### src/rtl/ram_load_ctrl.sv
// Write-side sequencer for the CA-code / navigation-message RAM bank.
// Parses framed load commands from the stream and drives one-hot RAM writes and code-delay registers.
module ram_load_ctrl #(
  parameter int TIMEOUT_CYC = 1024,
  parameter int CA_WORDS    = 32,
  parameter int MSG_WORDS   = 47
) (
  input  logic        clk,
  input  logic        rst,
  input  logic [31:0] in_data,
  input  logic        in_valid,
  output logic        in_ready,
  output logic [31:0] wr_data,
  output logic [15:0] wren,
  output logic [4:0]  wr_addr_ca,
  output logic [5:0]  wr_addr_msg,
  output logic [9:0]  delay_ca0,
  output logic [9:0]  delay_ca1,
  output logic [9:0]  delay_ca2,
  output logic [9:0]  delay_ca3,
  output logic [9:0]  delay_ca4,
  output logic [9:0]  delay_ca5,
  output logic [9:0]  delay_ca6,
  output logic [9:0]  delay_ca7,
  output logic        busy,
  output logic        load_done,
  output logic        err,
  output logic [15:0] loaded_mask
);

  localparam int TW = $clog2(TIMEOUT_CYC + 1);

  typedef enum logic [1:0] {IDLE = 2'd0, LOAD = 2'd1, DONE = 2'd2} state_t;

  state_t          state_reg;
  state_t          state_next;

  logic            accept;
  logic            hdr_magic_ok;
  logic [1:0]      hdr_type;
  logic [2:0]      hdr_ch;
  logic [9:0]      hdr_delay;
  logic            hdr_bad;
  logic            hdr_load;
  logic            hdr_dly_ok;
  logic            hdr_dly_bad;
  logic            dly_wr;
  logic            last_word;
  logic            tmo_hit;

  logic            is_msg_reg;
  logic [2:0]      ch_reg;
  logic [5:0]      cnt_reg;
  logic [TW-1:0]   tmo_reg;
  logic [31:0]     wr_data_reg;
  logic [15:0]     wren_reg;
  logic [4:0]      wr_addr_ca_reg;
  logic [5:0]      wr_addr_msg_reg;
  logic            err_reg;
  logic [15:0]     loaded_mask_reg;
  logic [9:0]      delay_reg [8];

  assign accept       = in_valid & in_ready;
  assign hdr_magic_ok = (in_data[31:24] == 8'hA5);
  assign hdr_type     = in_data[17:16];
  assign hdr_ch       = in_data[14:12];
  assign hdr_delay    = in_data[9:0];

  assign hdr_bad      = !hdr_magic_ok || (hdr_type == 2'b11);
  assign hdr_load     = !hdr_bad && !hdr_type[1];
  assign hdr_dly_ok   = !hdr_bad && (hdr_type == 2'b10) && (hdr_delay != 10'd1023);
  assign hdr_dly_bad  = !hdr_bad && (hdr_type == 2'b10) && (hdr_delay == 10'd1023);
  assign dly_wr       = (state_reg == IDLE) && accept && hdr_dly_ok;

  assign last_word = (cnt_reg == (is_msg_reg ? 6'(MSG_WORDS - 1) : 6'(CA_WORDS - 1)));
  // Fires on the idle cycle that would bring the counter to TIMEOUT_CYC.
  assign tmo_hit   = !accept && (tmo_reg == TW'(TIMEOUT_CYC - 1));

  always_ff @(posedge clk) begin
    if (rst) begin
      state_reg <= IDLE;
    end else begin
      state_reg <= state_next;
    end
  end

  always_comb begin
    state_next = state_reg;
    case (state_reg)
      IDLE: begin
        if (accept) begin
          if (hdr_load) begin
            state_next = LOAD;
          end else if (hdr_dly_ok) begin
            state_next = DONE;
          end
        end
      end
      LOAD: begin
        if (accept && last_word) begin
          state_next = DONE;
        end else if (tmo_hit) begin
          state_next = IDLE;
        end
      end
      DONE:    state_next = IDLE;
      default: state_next = IDLE;
    endcase
  end

  always_comb begin
    in_ready  = (state_reg == IDLE) || (state_reg == LOAD);
    busy      = (state_reg != IDLE);
    load_done = (state_reg == DONE);
  end

  always_ff @(posedge clk) begin
    if (rst) begin
      is_msg_reg      <= 1'b0;
      ch_reg          <= 3'd0;
      cnt_reg         <= 6'd0;
      tmo_reg         <= '0;
      wr_data_reg     <= 32'd0;
      wren_reg        <= 16'd0;
      wr_addr_ca_reg  <= 5'd0;
      wr_addr_msg_reg <= 6'd0;
      err_reg         <= 1'b0;
      loaded_mask_reg <= 16'd0;
    end else begin
      wren_reg <= 16'd0;
      err_reg  <= 1'b0;
      case (state_reg)
        IDLE: begin
          if (accept) begin
            if (hdr_bad || hdr_dly_bad) begin
              err_reg <= 1'b1;
            end
            if (hdr_load) begin
              is_msg_reg <= hdr_type[0];
              ch_reg     <= hdr_ch;
              cnt_reg    <= 6'd0;
              tmo_reg    <= '0;
            end
          end
        end
        LOAD: begin
          if (accept) begin
            wr_data_reg <= in_data;
            wren_reg    <= 16'd1 << {is_msg_reg, ch_reg};
            cnt_reg     <= cnt_reg + 6'd1;
            tmo_reg     <= '0;
            if (is_msg_reg) begin
              wr_addr_msg_reg <= cnt_reg;
            end else begin
              wr_addr_ca_reg <= cnt_reg[4:0];
            end
            if (last_word) begin
              loaded_mask_reg[{is_msg_reg, ch_reg}] <= 1'b1;
            end
          end else begin
            tmo_reg <= tmo_reg + TW'(1);
            if (tmo_hit) begin
              err_reg <= 1'b1;
            end
          end
        end
        default: begin
        end
      endcase
    end
  end

  // One delay register per channel, written only by an in-range DELAY header.
  for (genvar gi = 0; gi < 8; gi++) begin : g_delay
    always_ff @(posedge clk) begin
      if (rst) begin
        delay_reg[gi] <= 10'd0;
      end else if (dly_wr && (hdr_ch == 3'(gi))) begin
        delay_reg[gi] <= hdr_delay;
      end
    end
  end

  assign wr_data     = wr_data_reg;
  assign wren        = wren_reg;
  assign wr_addr_ca  = wr_addr_ca_reg;
  assign wr_addr_msg = wr_addr_msg_reg;
  assign err         = err_reg;
  assign loaded_mask = loaded_mask_reg;
  assign delay_ca0   = delay_reg[0];
  assign delay_ca1   = delay_reg[1];
  assign delay_ca2   = delay_reg[2];
  assign delay_ca3   = delay_reg[3];
  assign delay_ca4   = delay_reg[4];
  assign delay_ca5   = delay_reg[5];
  assign delay_ca6   = delay_reg[6];
  assign delay_ca7   = delay_reg[7];

endmodule

### config.mk
export PLATFORM = sky130hd
export DESIGN_NAME = ram_load_ctrl
export DESIGN_NICKNAME = d
export VERILOG_FILES = /design/src/rtl/ram_load_ctrl.sv
export SDC_FILE = /design/constraint.sdc
export NUM_CORES = 1
export LEC_CHECK = 0
export CAP_MARGIN = 25
export CORE_MARGIN = 2
export CORE_UTILIZATION = 30
export DETAILED_ROUTE_END_ITERATION = 10
export GPL_ROUTABILITY_DRIVEN = 0
export GPL_TIMING_DRIVEN = 0
export PLACE_DENSITY = 0.65
export RECOVER_POWER = 50
export SLEW_MARGIN = 0
export SYNTH_ARGS = -nofsm -noshare
export SYNTH_HDL_FRONTEND = slang
export SYNTH_SLANG_ARGS = --single-unit
### constraint.sdc
create_clock -name clk -period 2.85 [get_ports clk]
set_input_delay 0.57 -clock clk [delete_from_list [all_inputs] [get_ports clk]]
set_output_delay 0.57 -clock clk [all_outputs]
set_load 0.01 [all_outputs]
-- After elaboration in Yosys (flattened, before gate mapping)
Memory sizes are Yosys's and may differ from the RTL's.
Cells that the tools add are included.
- add/sub/neg operators: 2
- $mul: 0
- divide/modulo/power cells: 0
- order comparisons: 2
- equality and inequality tests: 21
- shifts and indexed selects: 1
- muxes and demuxes: 56
- bitwise gates (word level): 13
- reduce and logical (&&, ||, !) cells: 37
- operator list (kind ; count):
    $mux W10 ; 8
    $mux W11 ; 3
    $mux W1 ; 31
    $mux W6 ; 4
    $pmux W11 S2 ; 1
    $reduce_and A3 Y1 ; 6
    $logic_and A1 B1 Y1 ; 17
    $or A16 B16 Y16 ; 1
    $shl A1 B4 Y16 const A ; 1
    $eq A3 B3 Y1 const B ; 4
    $pmux W6 S2 ; 1
    $add A11 B1 Y11 const B ; 1
    $eq A11 B10 Y1 const B ; 1
    $eq A10 B10 Y1 const B ; 1
    $mux W2 ; 5
    $ne A10 B10 Y1 const B ; 1
    $eq A8 B8 Y1 const B ; 1
    $or A1 B1 Y1 ; 8
    $add A6 B1 Y6 const B ; 1
    $eq A2 B2 Y1 const B ; 3
    $eq A3 B2 Y1 const B ; 2
    $eq A6 B6 Y1 ; 1
    $ne A2 B2 Y1 const B ; 3
    $ne A3 B3 Y1 const B ; 2
    other kinds (17) ; 25
- bits in registers: 99
- latch bits: 0
- RAM bits: 80
- ROM bits: 0
- word-level logic and storage cells: 144
- memories kept: 1
- memories (name ; words ; width ; read ports ; clocked after Yosys merged registers in ; write ports ; RTL line ; RTL):
    delay_reg ; 8 ; 10 ; 8 ; 0 ; 8 ; 61 ; logic [9:0] delay_reg [8];

-- Depth between registers and ports, before layout
- depth after elaboration: 12
- gate-level depth with buffers: 8
- gate-level depth less buffers: 5

-- Worst setup path after synthesis
No wires, ideal clock.
- path type: input to register
- start point: input port in_data[27]
- end point: memory delay_reg[1][0] (netlist: delay_reg[0][10]), enable pin
- setup time: 319 ps
- data arrival time: 1938 ps
- required time: 2531 ps
- setup slack: 593 ps
- cell stages on the path: 5
- path buffers: 1
- path through: or4b_4 > nor4_4 > and3_1 > buf_2 > a31o_2
- RTL lines (element ; RTL line ; RTL):
    from (decl) ; 10 ; input logic [31:0] in_data,
    to (decl) ; 61 ;

==> impl_metrics.env <==
export IMPL_clkTransAtPathRegs_ns=0.06
export IMPL_layout_common_cells="158 x dlygate4sd3_1, 135 x nor2_1, 117 x nand2_1"
export IMPL_hold_slack_ns=0.450
export IMPL_critical_path_cell_chain="clkdlybuf4s50_1 -> or4b_4 -> nor4_4 -> and3_1 -> buf_2 -> a31o_2"
export IMPL_first_pass_iters=7
export IMPL_die_area_mm2=0.0240
export IMPL_worst_slew_pin_transition_ns=0.693
export IMPL_final_antenna_net_count=0
export IMPL_remaining_drc_errors=0
export IMPL_hpwlAfterDp_mm=14.5
export IMPL_avgSynthCellArea_um2=10.1
export IMPL_min_period_ns=2.60
export IMPL_cts_resized_gates=0
export IMPL_hp_class="reg2reg"
export IMPL_slew_headroom_pct=53.6
export IMPL_largest_register_ffs=80
export IMPL_netlist_instances=675
export IMPL_cts_hold_buf=0
export IMPL_cts_tree="built"
export IMPL_cp_start_kind="input port"
export IMPL_utilization_pct=42.8
export IMPL_crit_buf_inv=2
export IMPL_place_inst=1152
export IMPL_cp_slowest_cell="or4b_4"
export IMPL_die_width_um=155
export IMPL_synth_ff_type="dfxtp_1"
export IMPL_place_area_mm2=0.00911
export IMPL_top_layer="met4"
export IMPL_cpLargestDelayFamily="simple AND/OR/NAND/NOR gates"
export IMPL_postCtsSetupBuffers=0
export IMPL_track_usage_pct=16.9
export IMPL_vias=5701
export IMPL_wl_mm=20.1
export IMPL_synth_area_mm2=0.00683
export IMPL_finalHoldViolCount=0
export IMPL_antenna_cells=0
export IMPL_grt_max_degree=17
export IMPL_wl_met2_mm=9.48
export IMPL_finalCritPeriodShare_pct=91.4
export IMPL_powerDensity_mw_per_mm2=543
export IMPL_ys_seq_area_share_pct=64.2
export IMPL_area_growth_pct=40.9
export IMPL_max_vdd_ir_drop_uv=335
export IMPL_grt_overflow_total=0
export IMPL_yosysUniqueCellTypes=48
export IMPL_wl_per_cell_um=17.0
export IMPL_start_util_pct=30.4
export IMPL_finClkSkew_ns=0.00864
export IMPL_ios=194
export IMPL_cts_buffers=17
export IMPL_rsz0062_at_grt="false"
export IMPL_ys_warn_count=0
export IMPL_cts_max_path_buffers=2
export IMPL_synth_edf_count=80
export IMPL_antenna_found_initial=0
export IMPL_synthesis_nets=712
export IMPL_cp_max_fo=10
export IMPL_routed_wl_met3_mm=1.38
export IMPL_htreeDepth=4
export IMPL_initialDrtViolationCount=408
export IMPL_core_area_mm2=0.0225
export IMPL_status="completed"
export IMPL_maxCapViolCount=0
export IMPL_fin_nets=923
export IMPL_finalSetupTns_ns=0
export IMPL_cts_sinks=179
export IMPL_layout_commonest_cell="dlygate4sd3_1"
export IMPL_cp_data_arrival_time_ns=2.69
export IMPL_synthArstFlopShare_pct=0
export IMPL_setup_viol=0
export IMPL_cts_root_buf="clkbuf_16"
export IMPL_critPathKind="in2reg"
export IMPL_critPathCaptureType="flop"
export IMPL_insertion_delay_ns=0.41
export IMPL_worst_path_largest_cell_delay_ns=0.57
export IMPL_synth_seq_cells=179
export IMPL_max_freq_mhz=384
export IMPL_required_ns=2.93
export IMPL_grt_pass1_vias=5475
export IMPL_drive_gt1_share_pct=5.45
export IMPL_drv_slew=0
export IMPL_final_cell_area_mm2=0.00963
export IMPL_p_leak_nw=3.48
export IMPL_die_y_um=155
export IMPL_rows=55
export IMPL_vias_per_cell=4.82
export IMPL_grt_pass1_wl_mm=31.4
export IMPL_wl_met1_mm=8.80
export IMPL_io_buffers=192
export IMPL_final_cells=1184
-- worst reg2reg max path, delay by kind of cell (launching register included) --
family                 cells  cell delay [ns]
AO/OA/AOI/OAI              2             0.39
flip-flops                 1             0.31
AND/OR/NAND/NOR            2             0.52
buffers and inverters      3             1.08
-- metrics by stage --
| stage | worst slack, ns | power (W) |
|---|---|---|
| global placement | -0.163 | 0.00316 |
| finish | 0.245 | 0.00522 |
| detailed placement | -0.183 | 0.00316 |
| global route | 0.0930 | 0.00540 |
| CTS | 0.258 | 0.00529 |
| floorplan | 0.593 | 0.00292 |
-- cells by family (layout without fill, tap and decap cells) --
group	count (synthesis)	in the layout	synth area share [%]
and+or+nand+nor	323	323	21.2
DFF	179	179	64.2
AOI/OAI and AO/OA	107	107	9.36
buffers and inverters	54	278	3.46
muxes	10	10	1.46
adders and majority gates	2	2	0.366
-- per-layer routing --
metal	GRT usage (%)	vias to the layer above
met2	27.8	219
met3	3.90	26
met5	0	-
met1	22.2	2703
li1	-	2753
met4	5.64	0
-- worst paths after layout --
kind / depth (start not counted) / slack, ns / endpoint / from
setup / recovery: 6 / 0.25 / delay_reg[0][32]$_SDFFCE_PN0P_ / in_data[30]
hold / removal: 2 / 0.45 / wr_data[5]$_SDFFE_PP0N_ / wr_data[5]$_SDFFE_PP0N_
setup reg to reg: 7 / 0.48 / loaded_mask[4]$_SDFFE_PP0P_ / is_msg_reg$_SDFFE_PP0P_
hold reg to reg: 2 / 0.45 / wr_data[5]$_SDFFE_PP0N_ / wr_data[5]$_SDFFE_PP0N_
-- cell usage after synthesis, drive strengths merged, types with 3 or more instances --
library cell	number	area (um^2)
nor2	135	507
nand4b	3	26.3
clkbuf	28	105
buf	16	93.8
a21oi	54	270
nand4	7	50.1
edfxtp	80	2400
nand3	12	60.1
nor3	5	25.0
mux2i	10	100
nor2b	8	50.1
or3	11	68.8
inv	10	37.5
a41oi	4	35.0
o21ai	13	65.1
or4	4	30.0
and3	3	18.8
a31oi	14	87.6
o31ai	5	37.5
a31o	8	70.1
nand2	117	439
dfxtp	99	1980
-- report_power, final --
part	internal (W)	switching (W)
clock network	0.00119	0.000965
logic	0.000139	0.000182
registers	0.00273	0.0000175
-- cell type report --
cell class / instances / area [um^2]
Multi-Input combinational cell: 442 / 2210
Timing Repair Buffer: 192 / 1920
Clock buffer: 20 / 437
Clock inverter: 12 / 90.1
Buffer: 44 / 188
Inverter: 10 / 37.5
Tap cell: 285 / 357
Fill cell: 2166 / 12900
Sequential cell: 179 / 4380
Power figures use the tool's default switching activity.
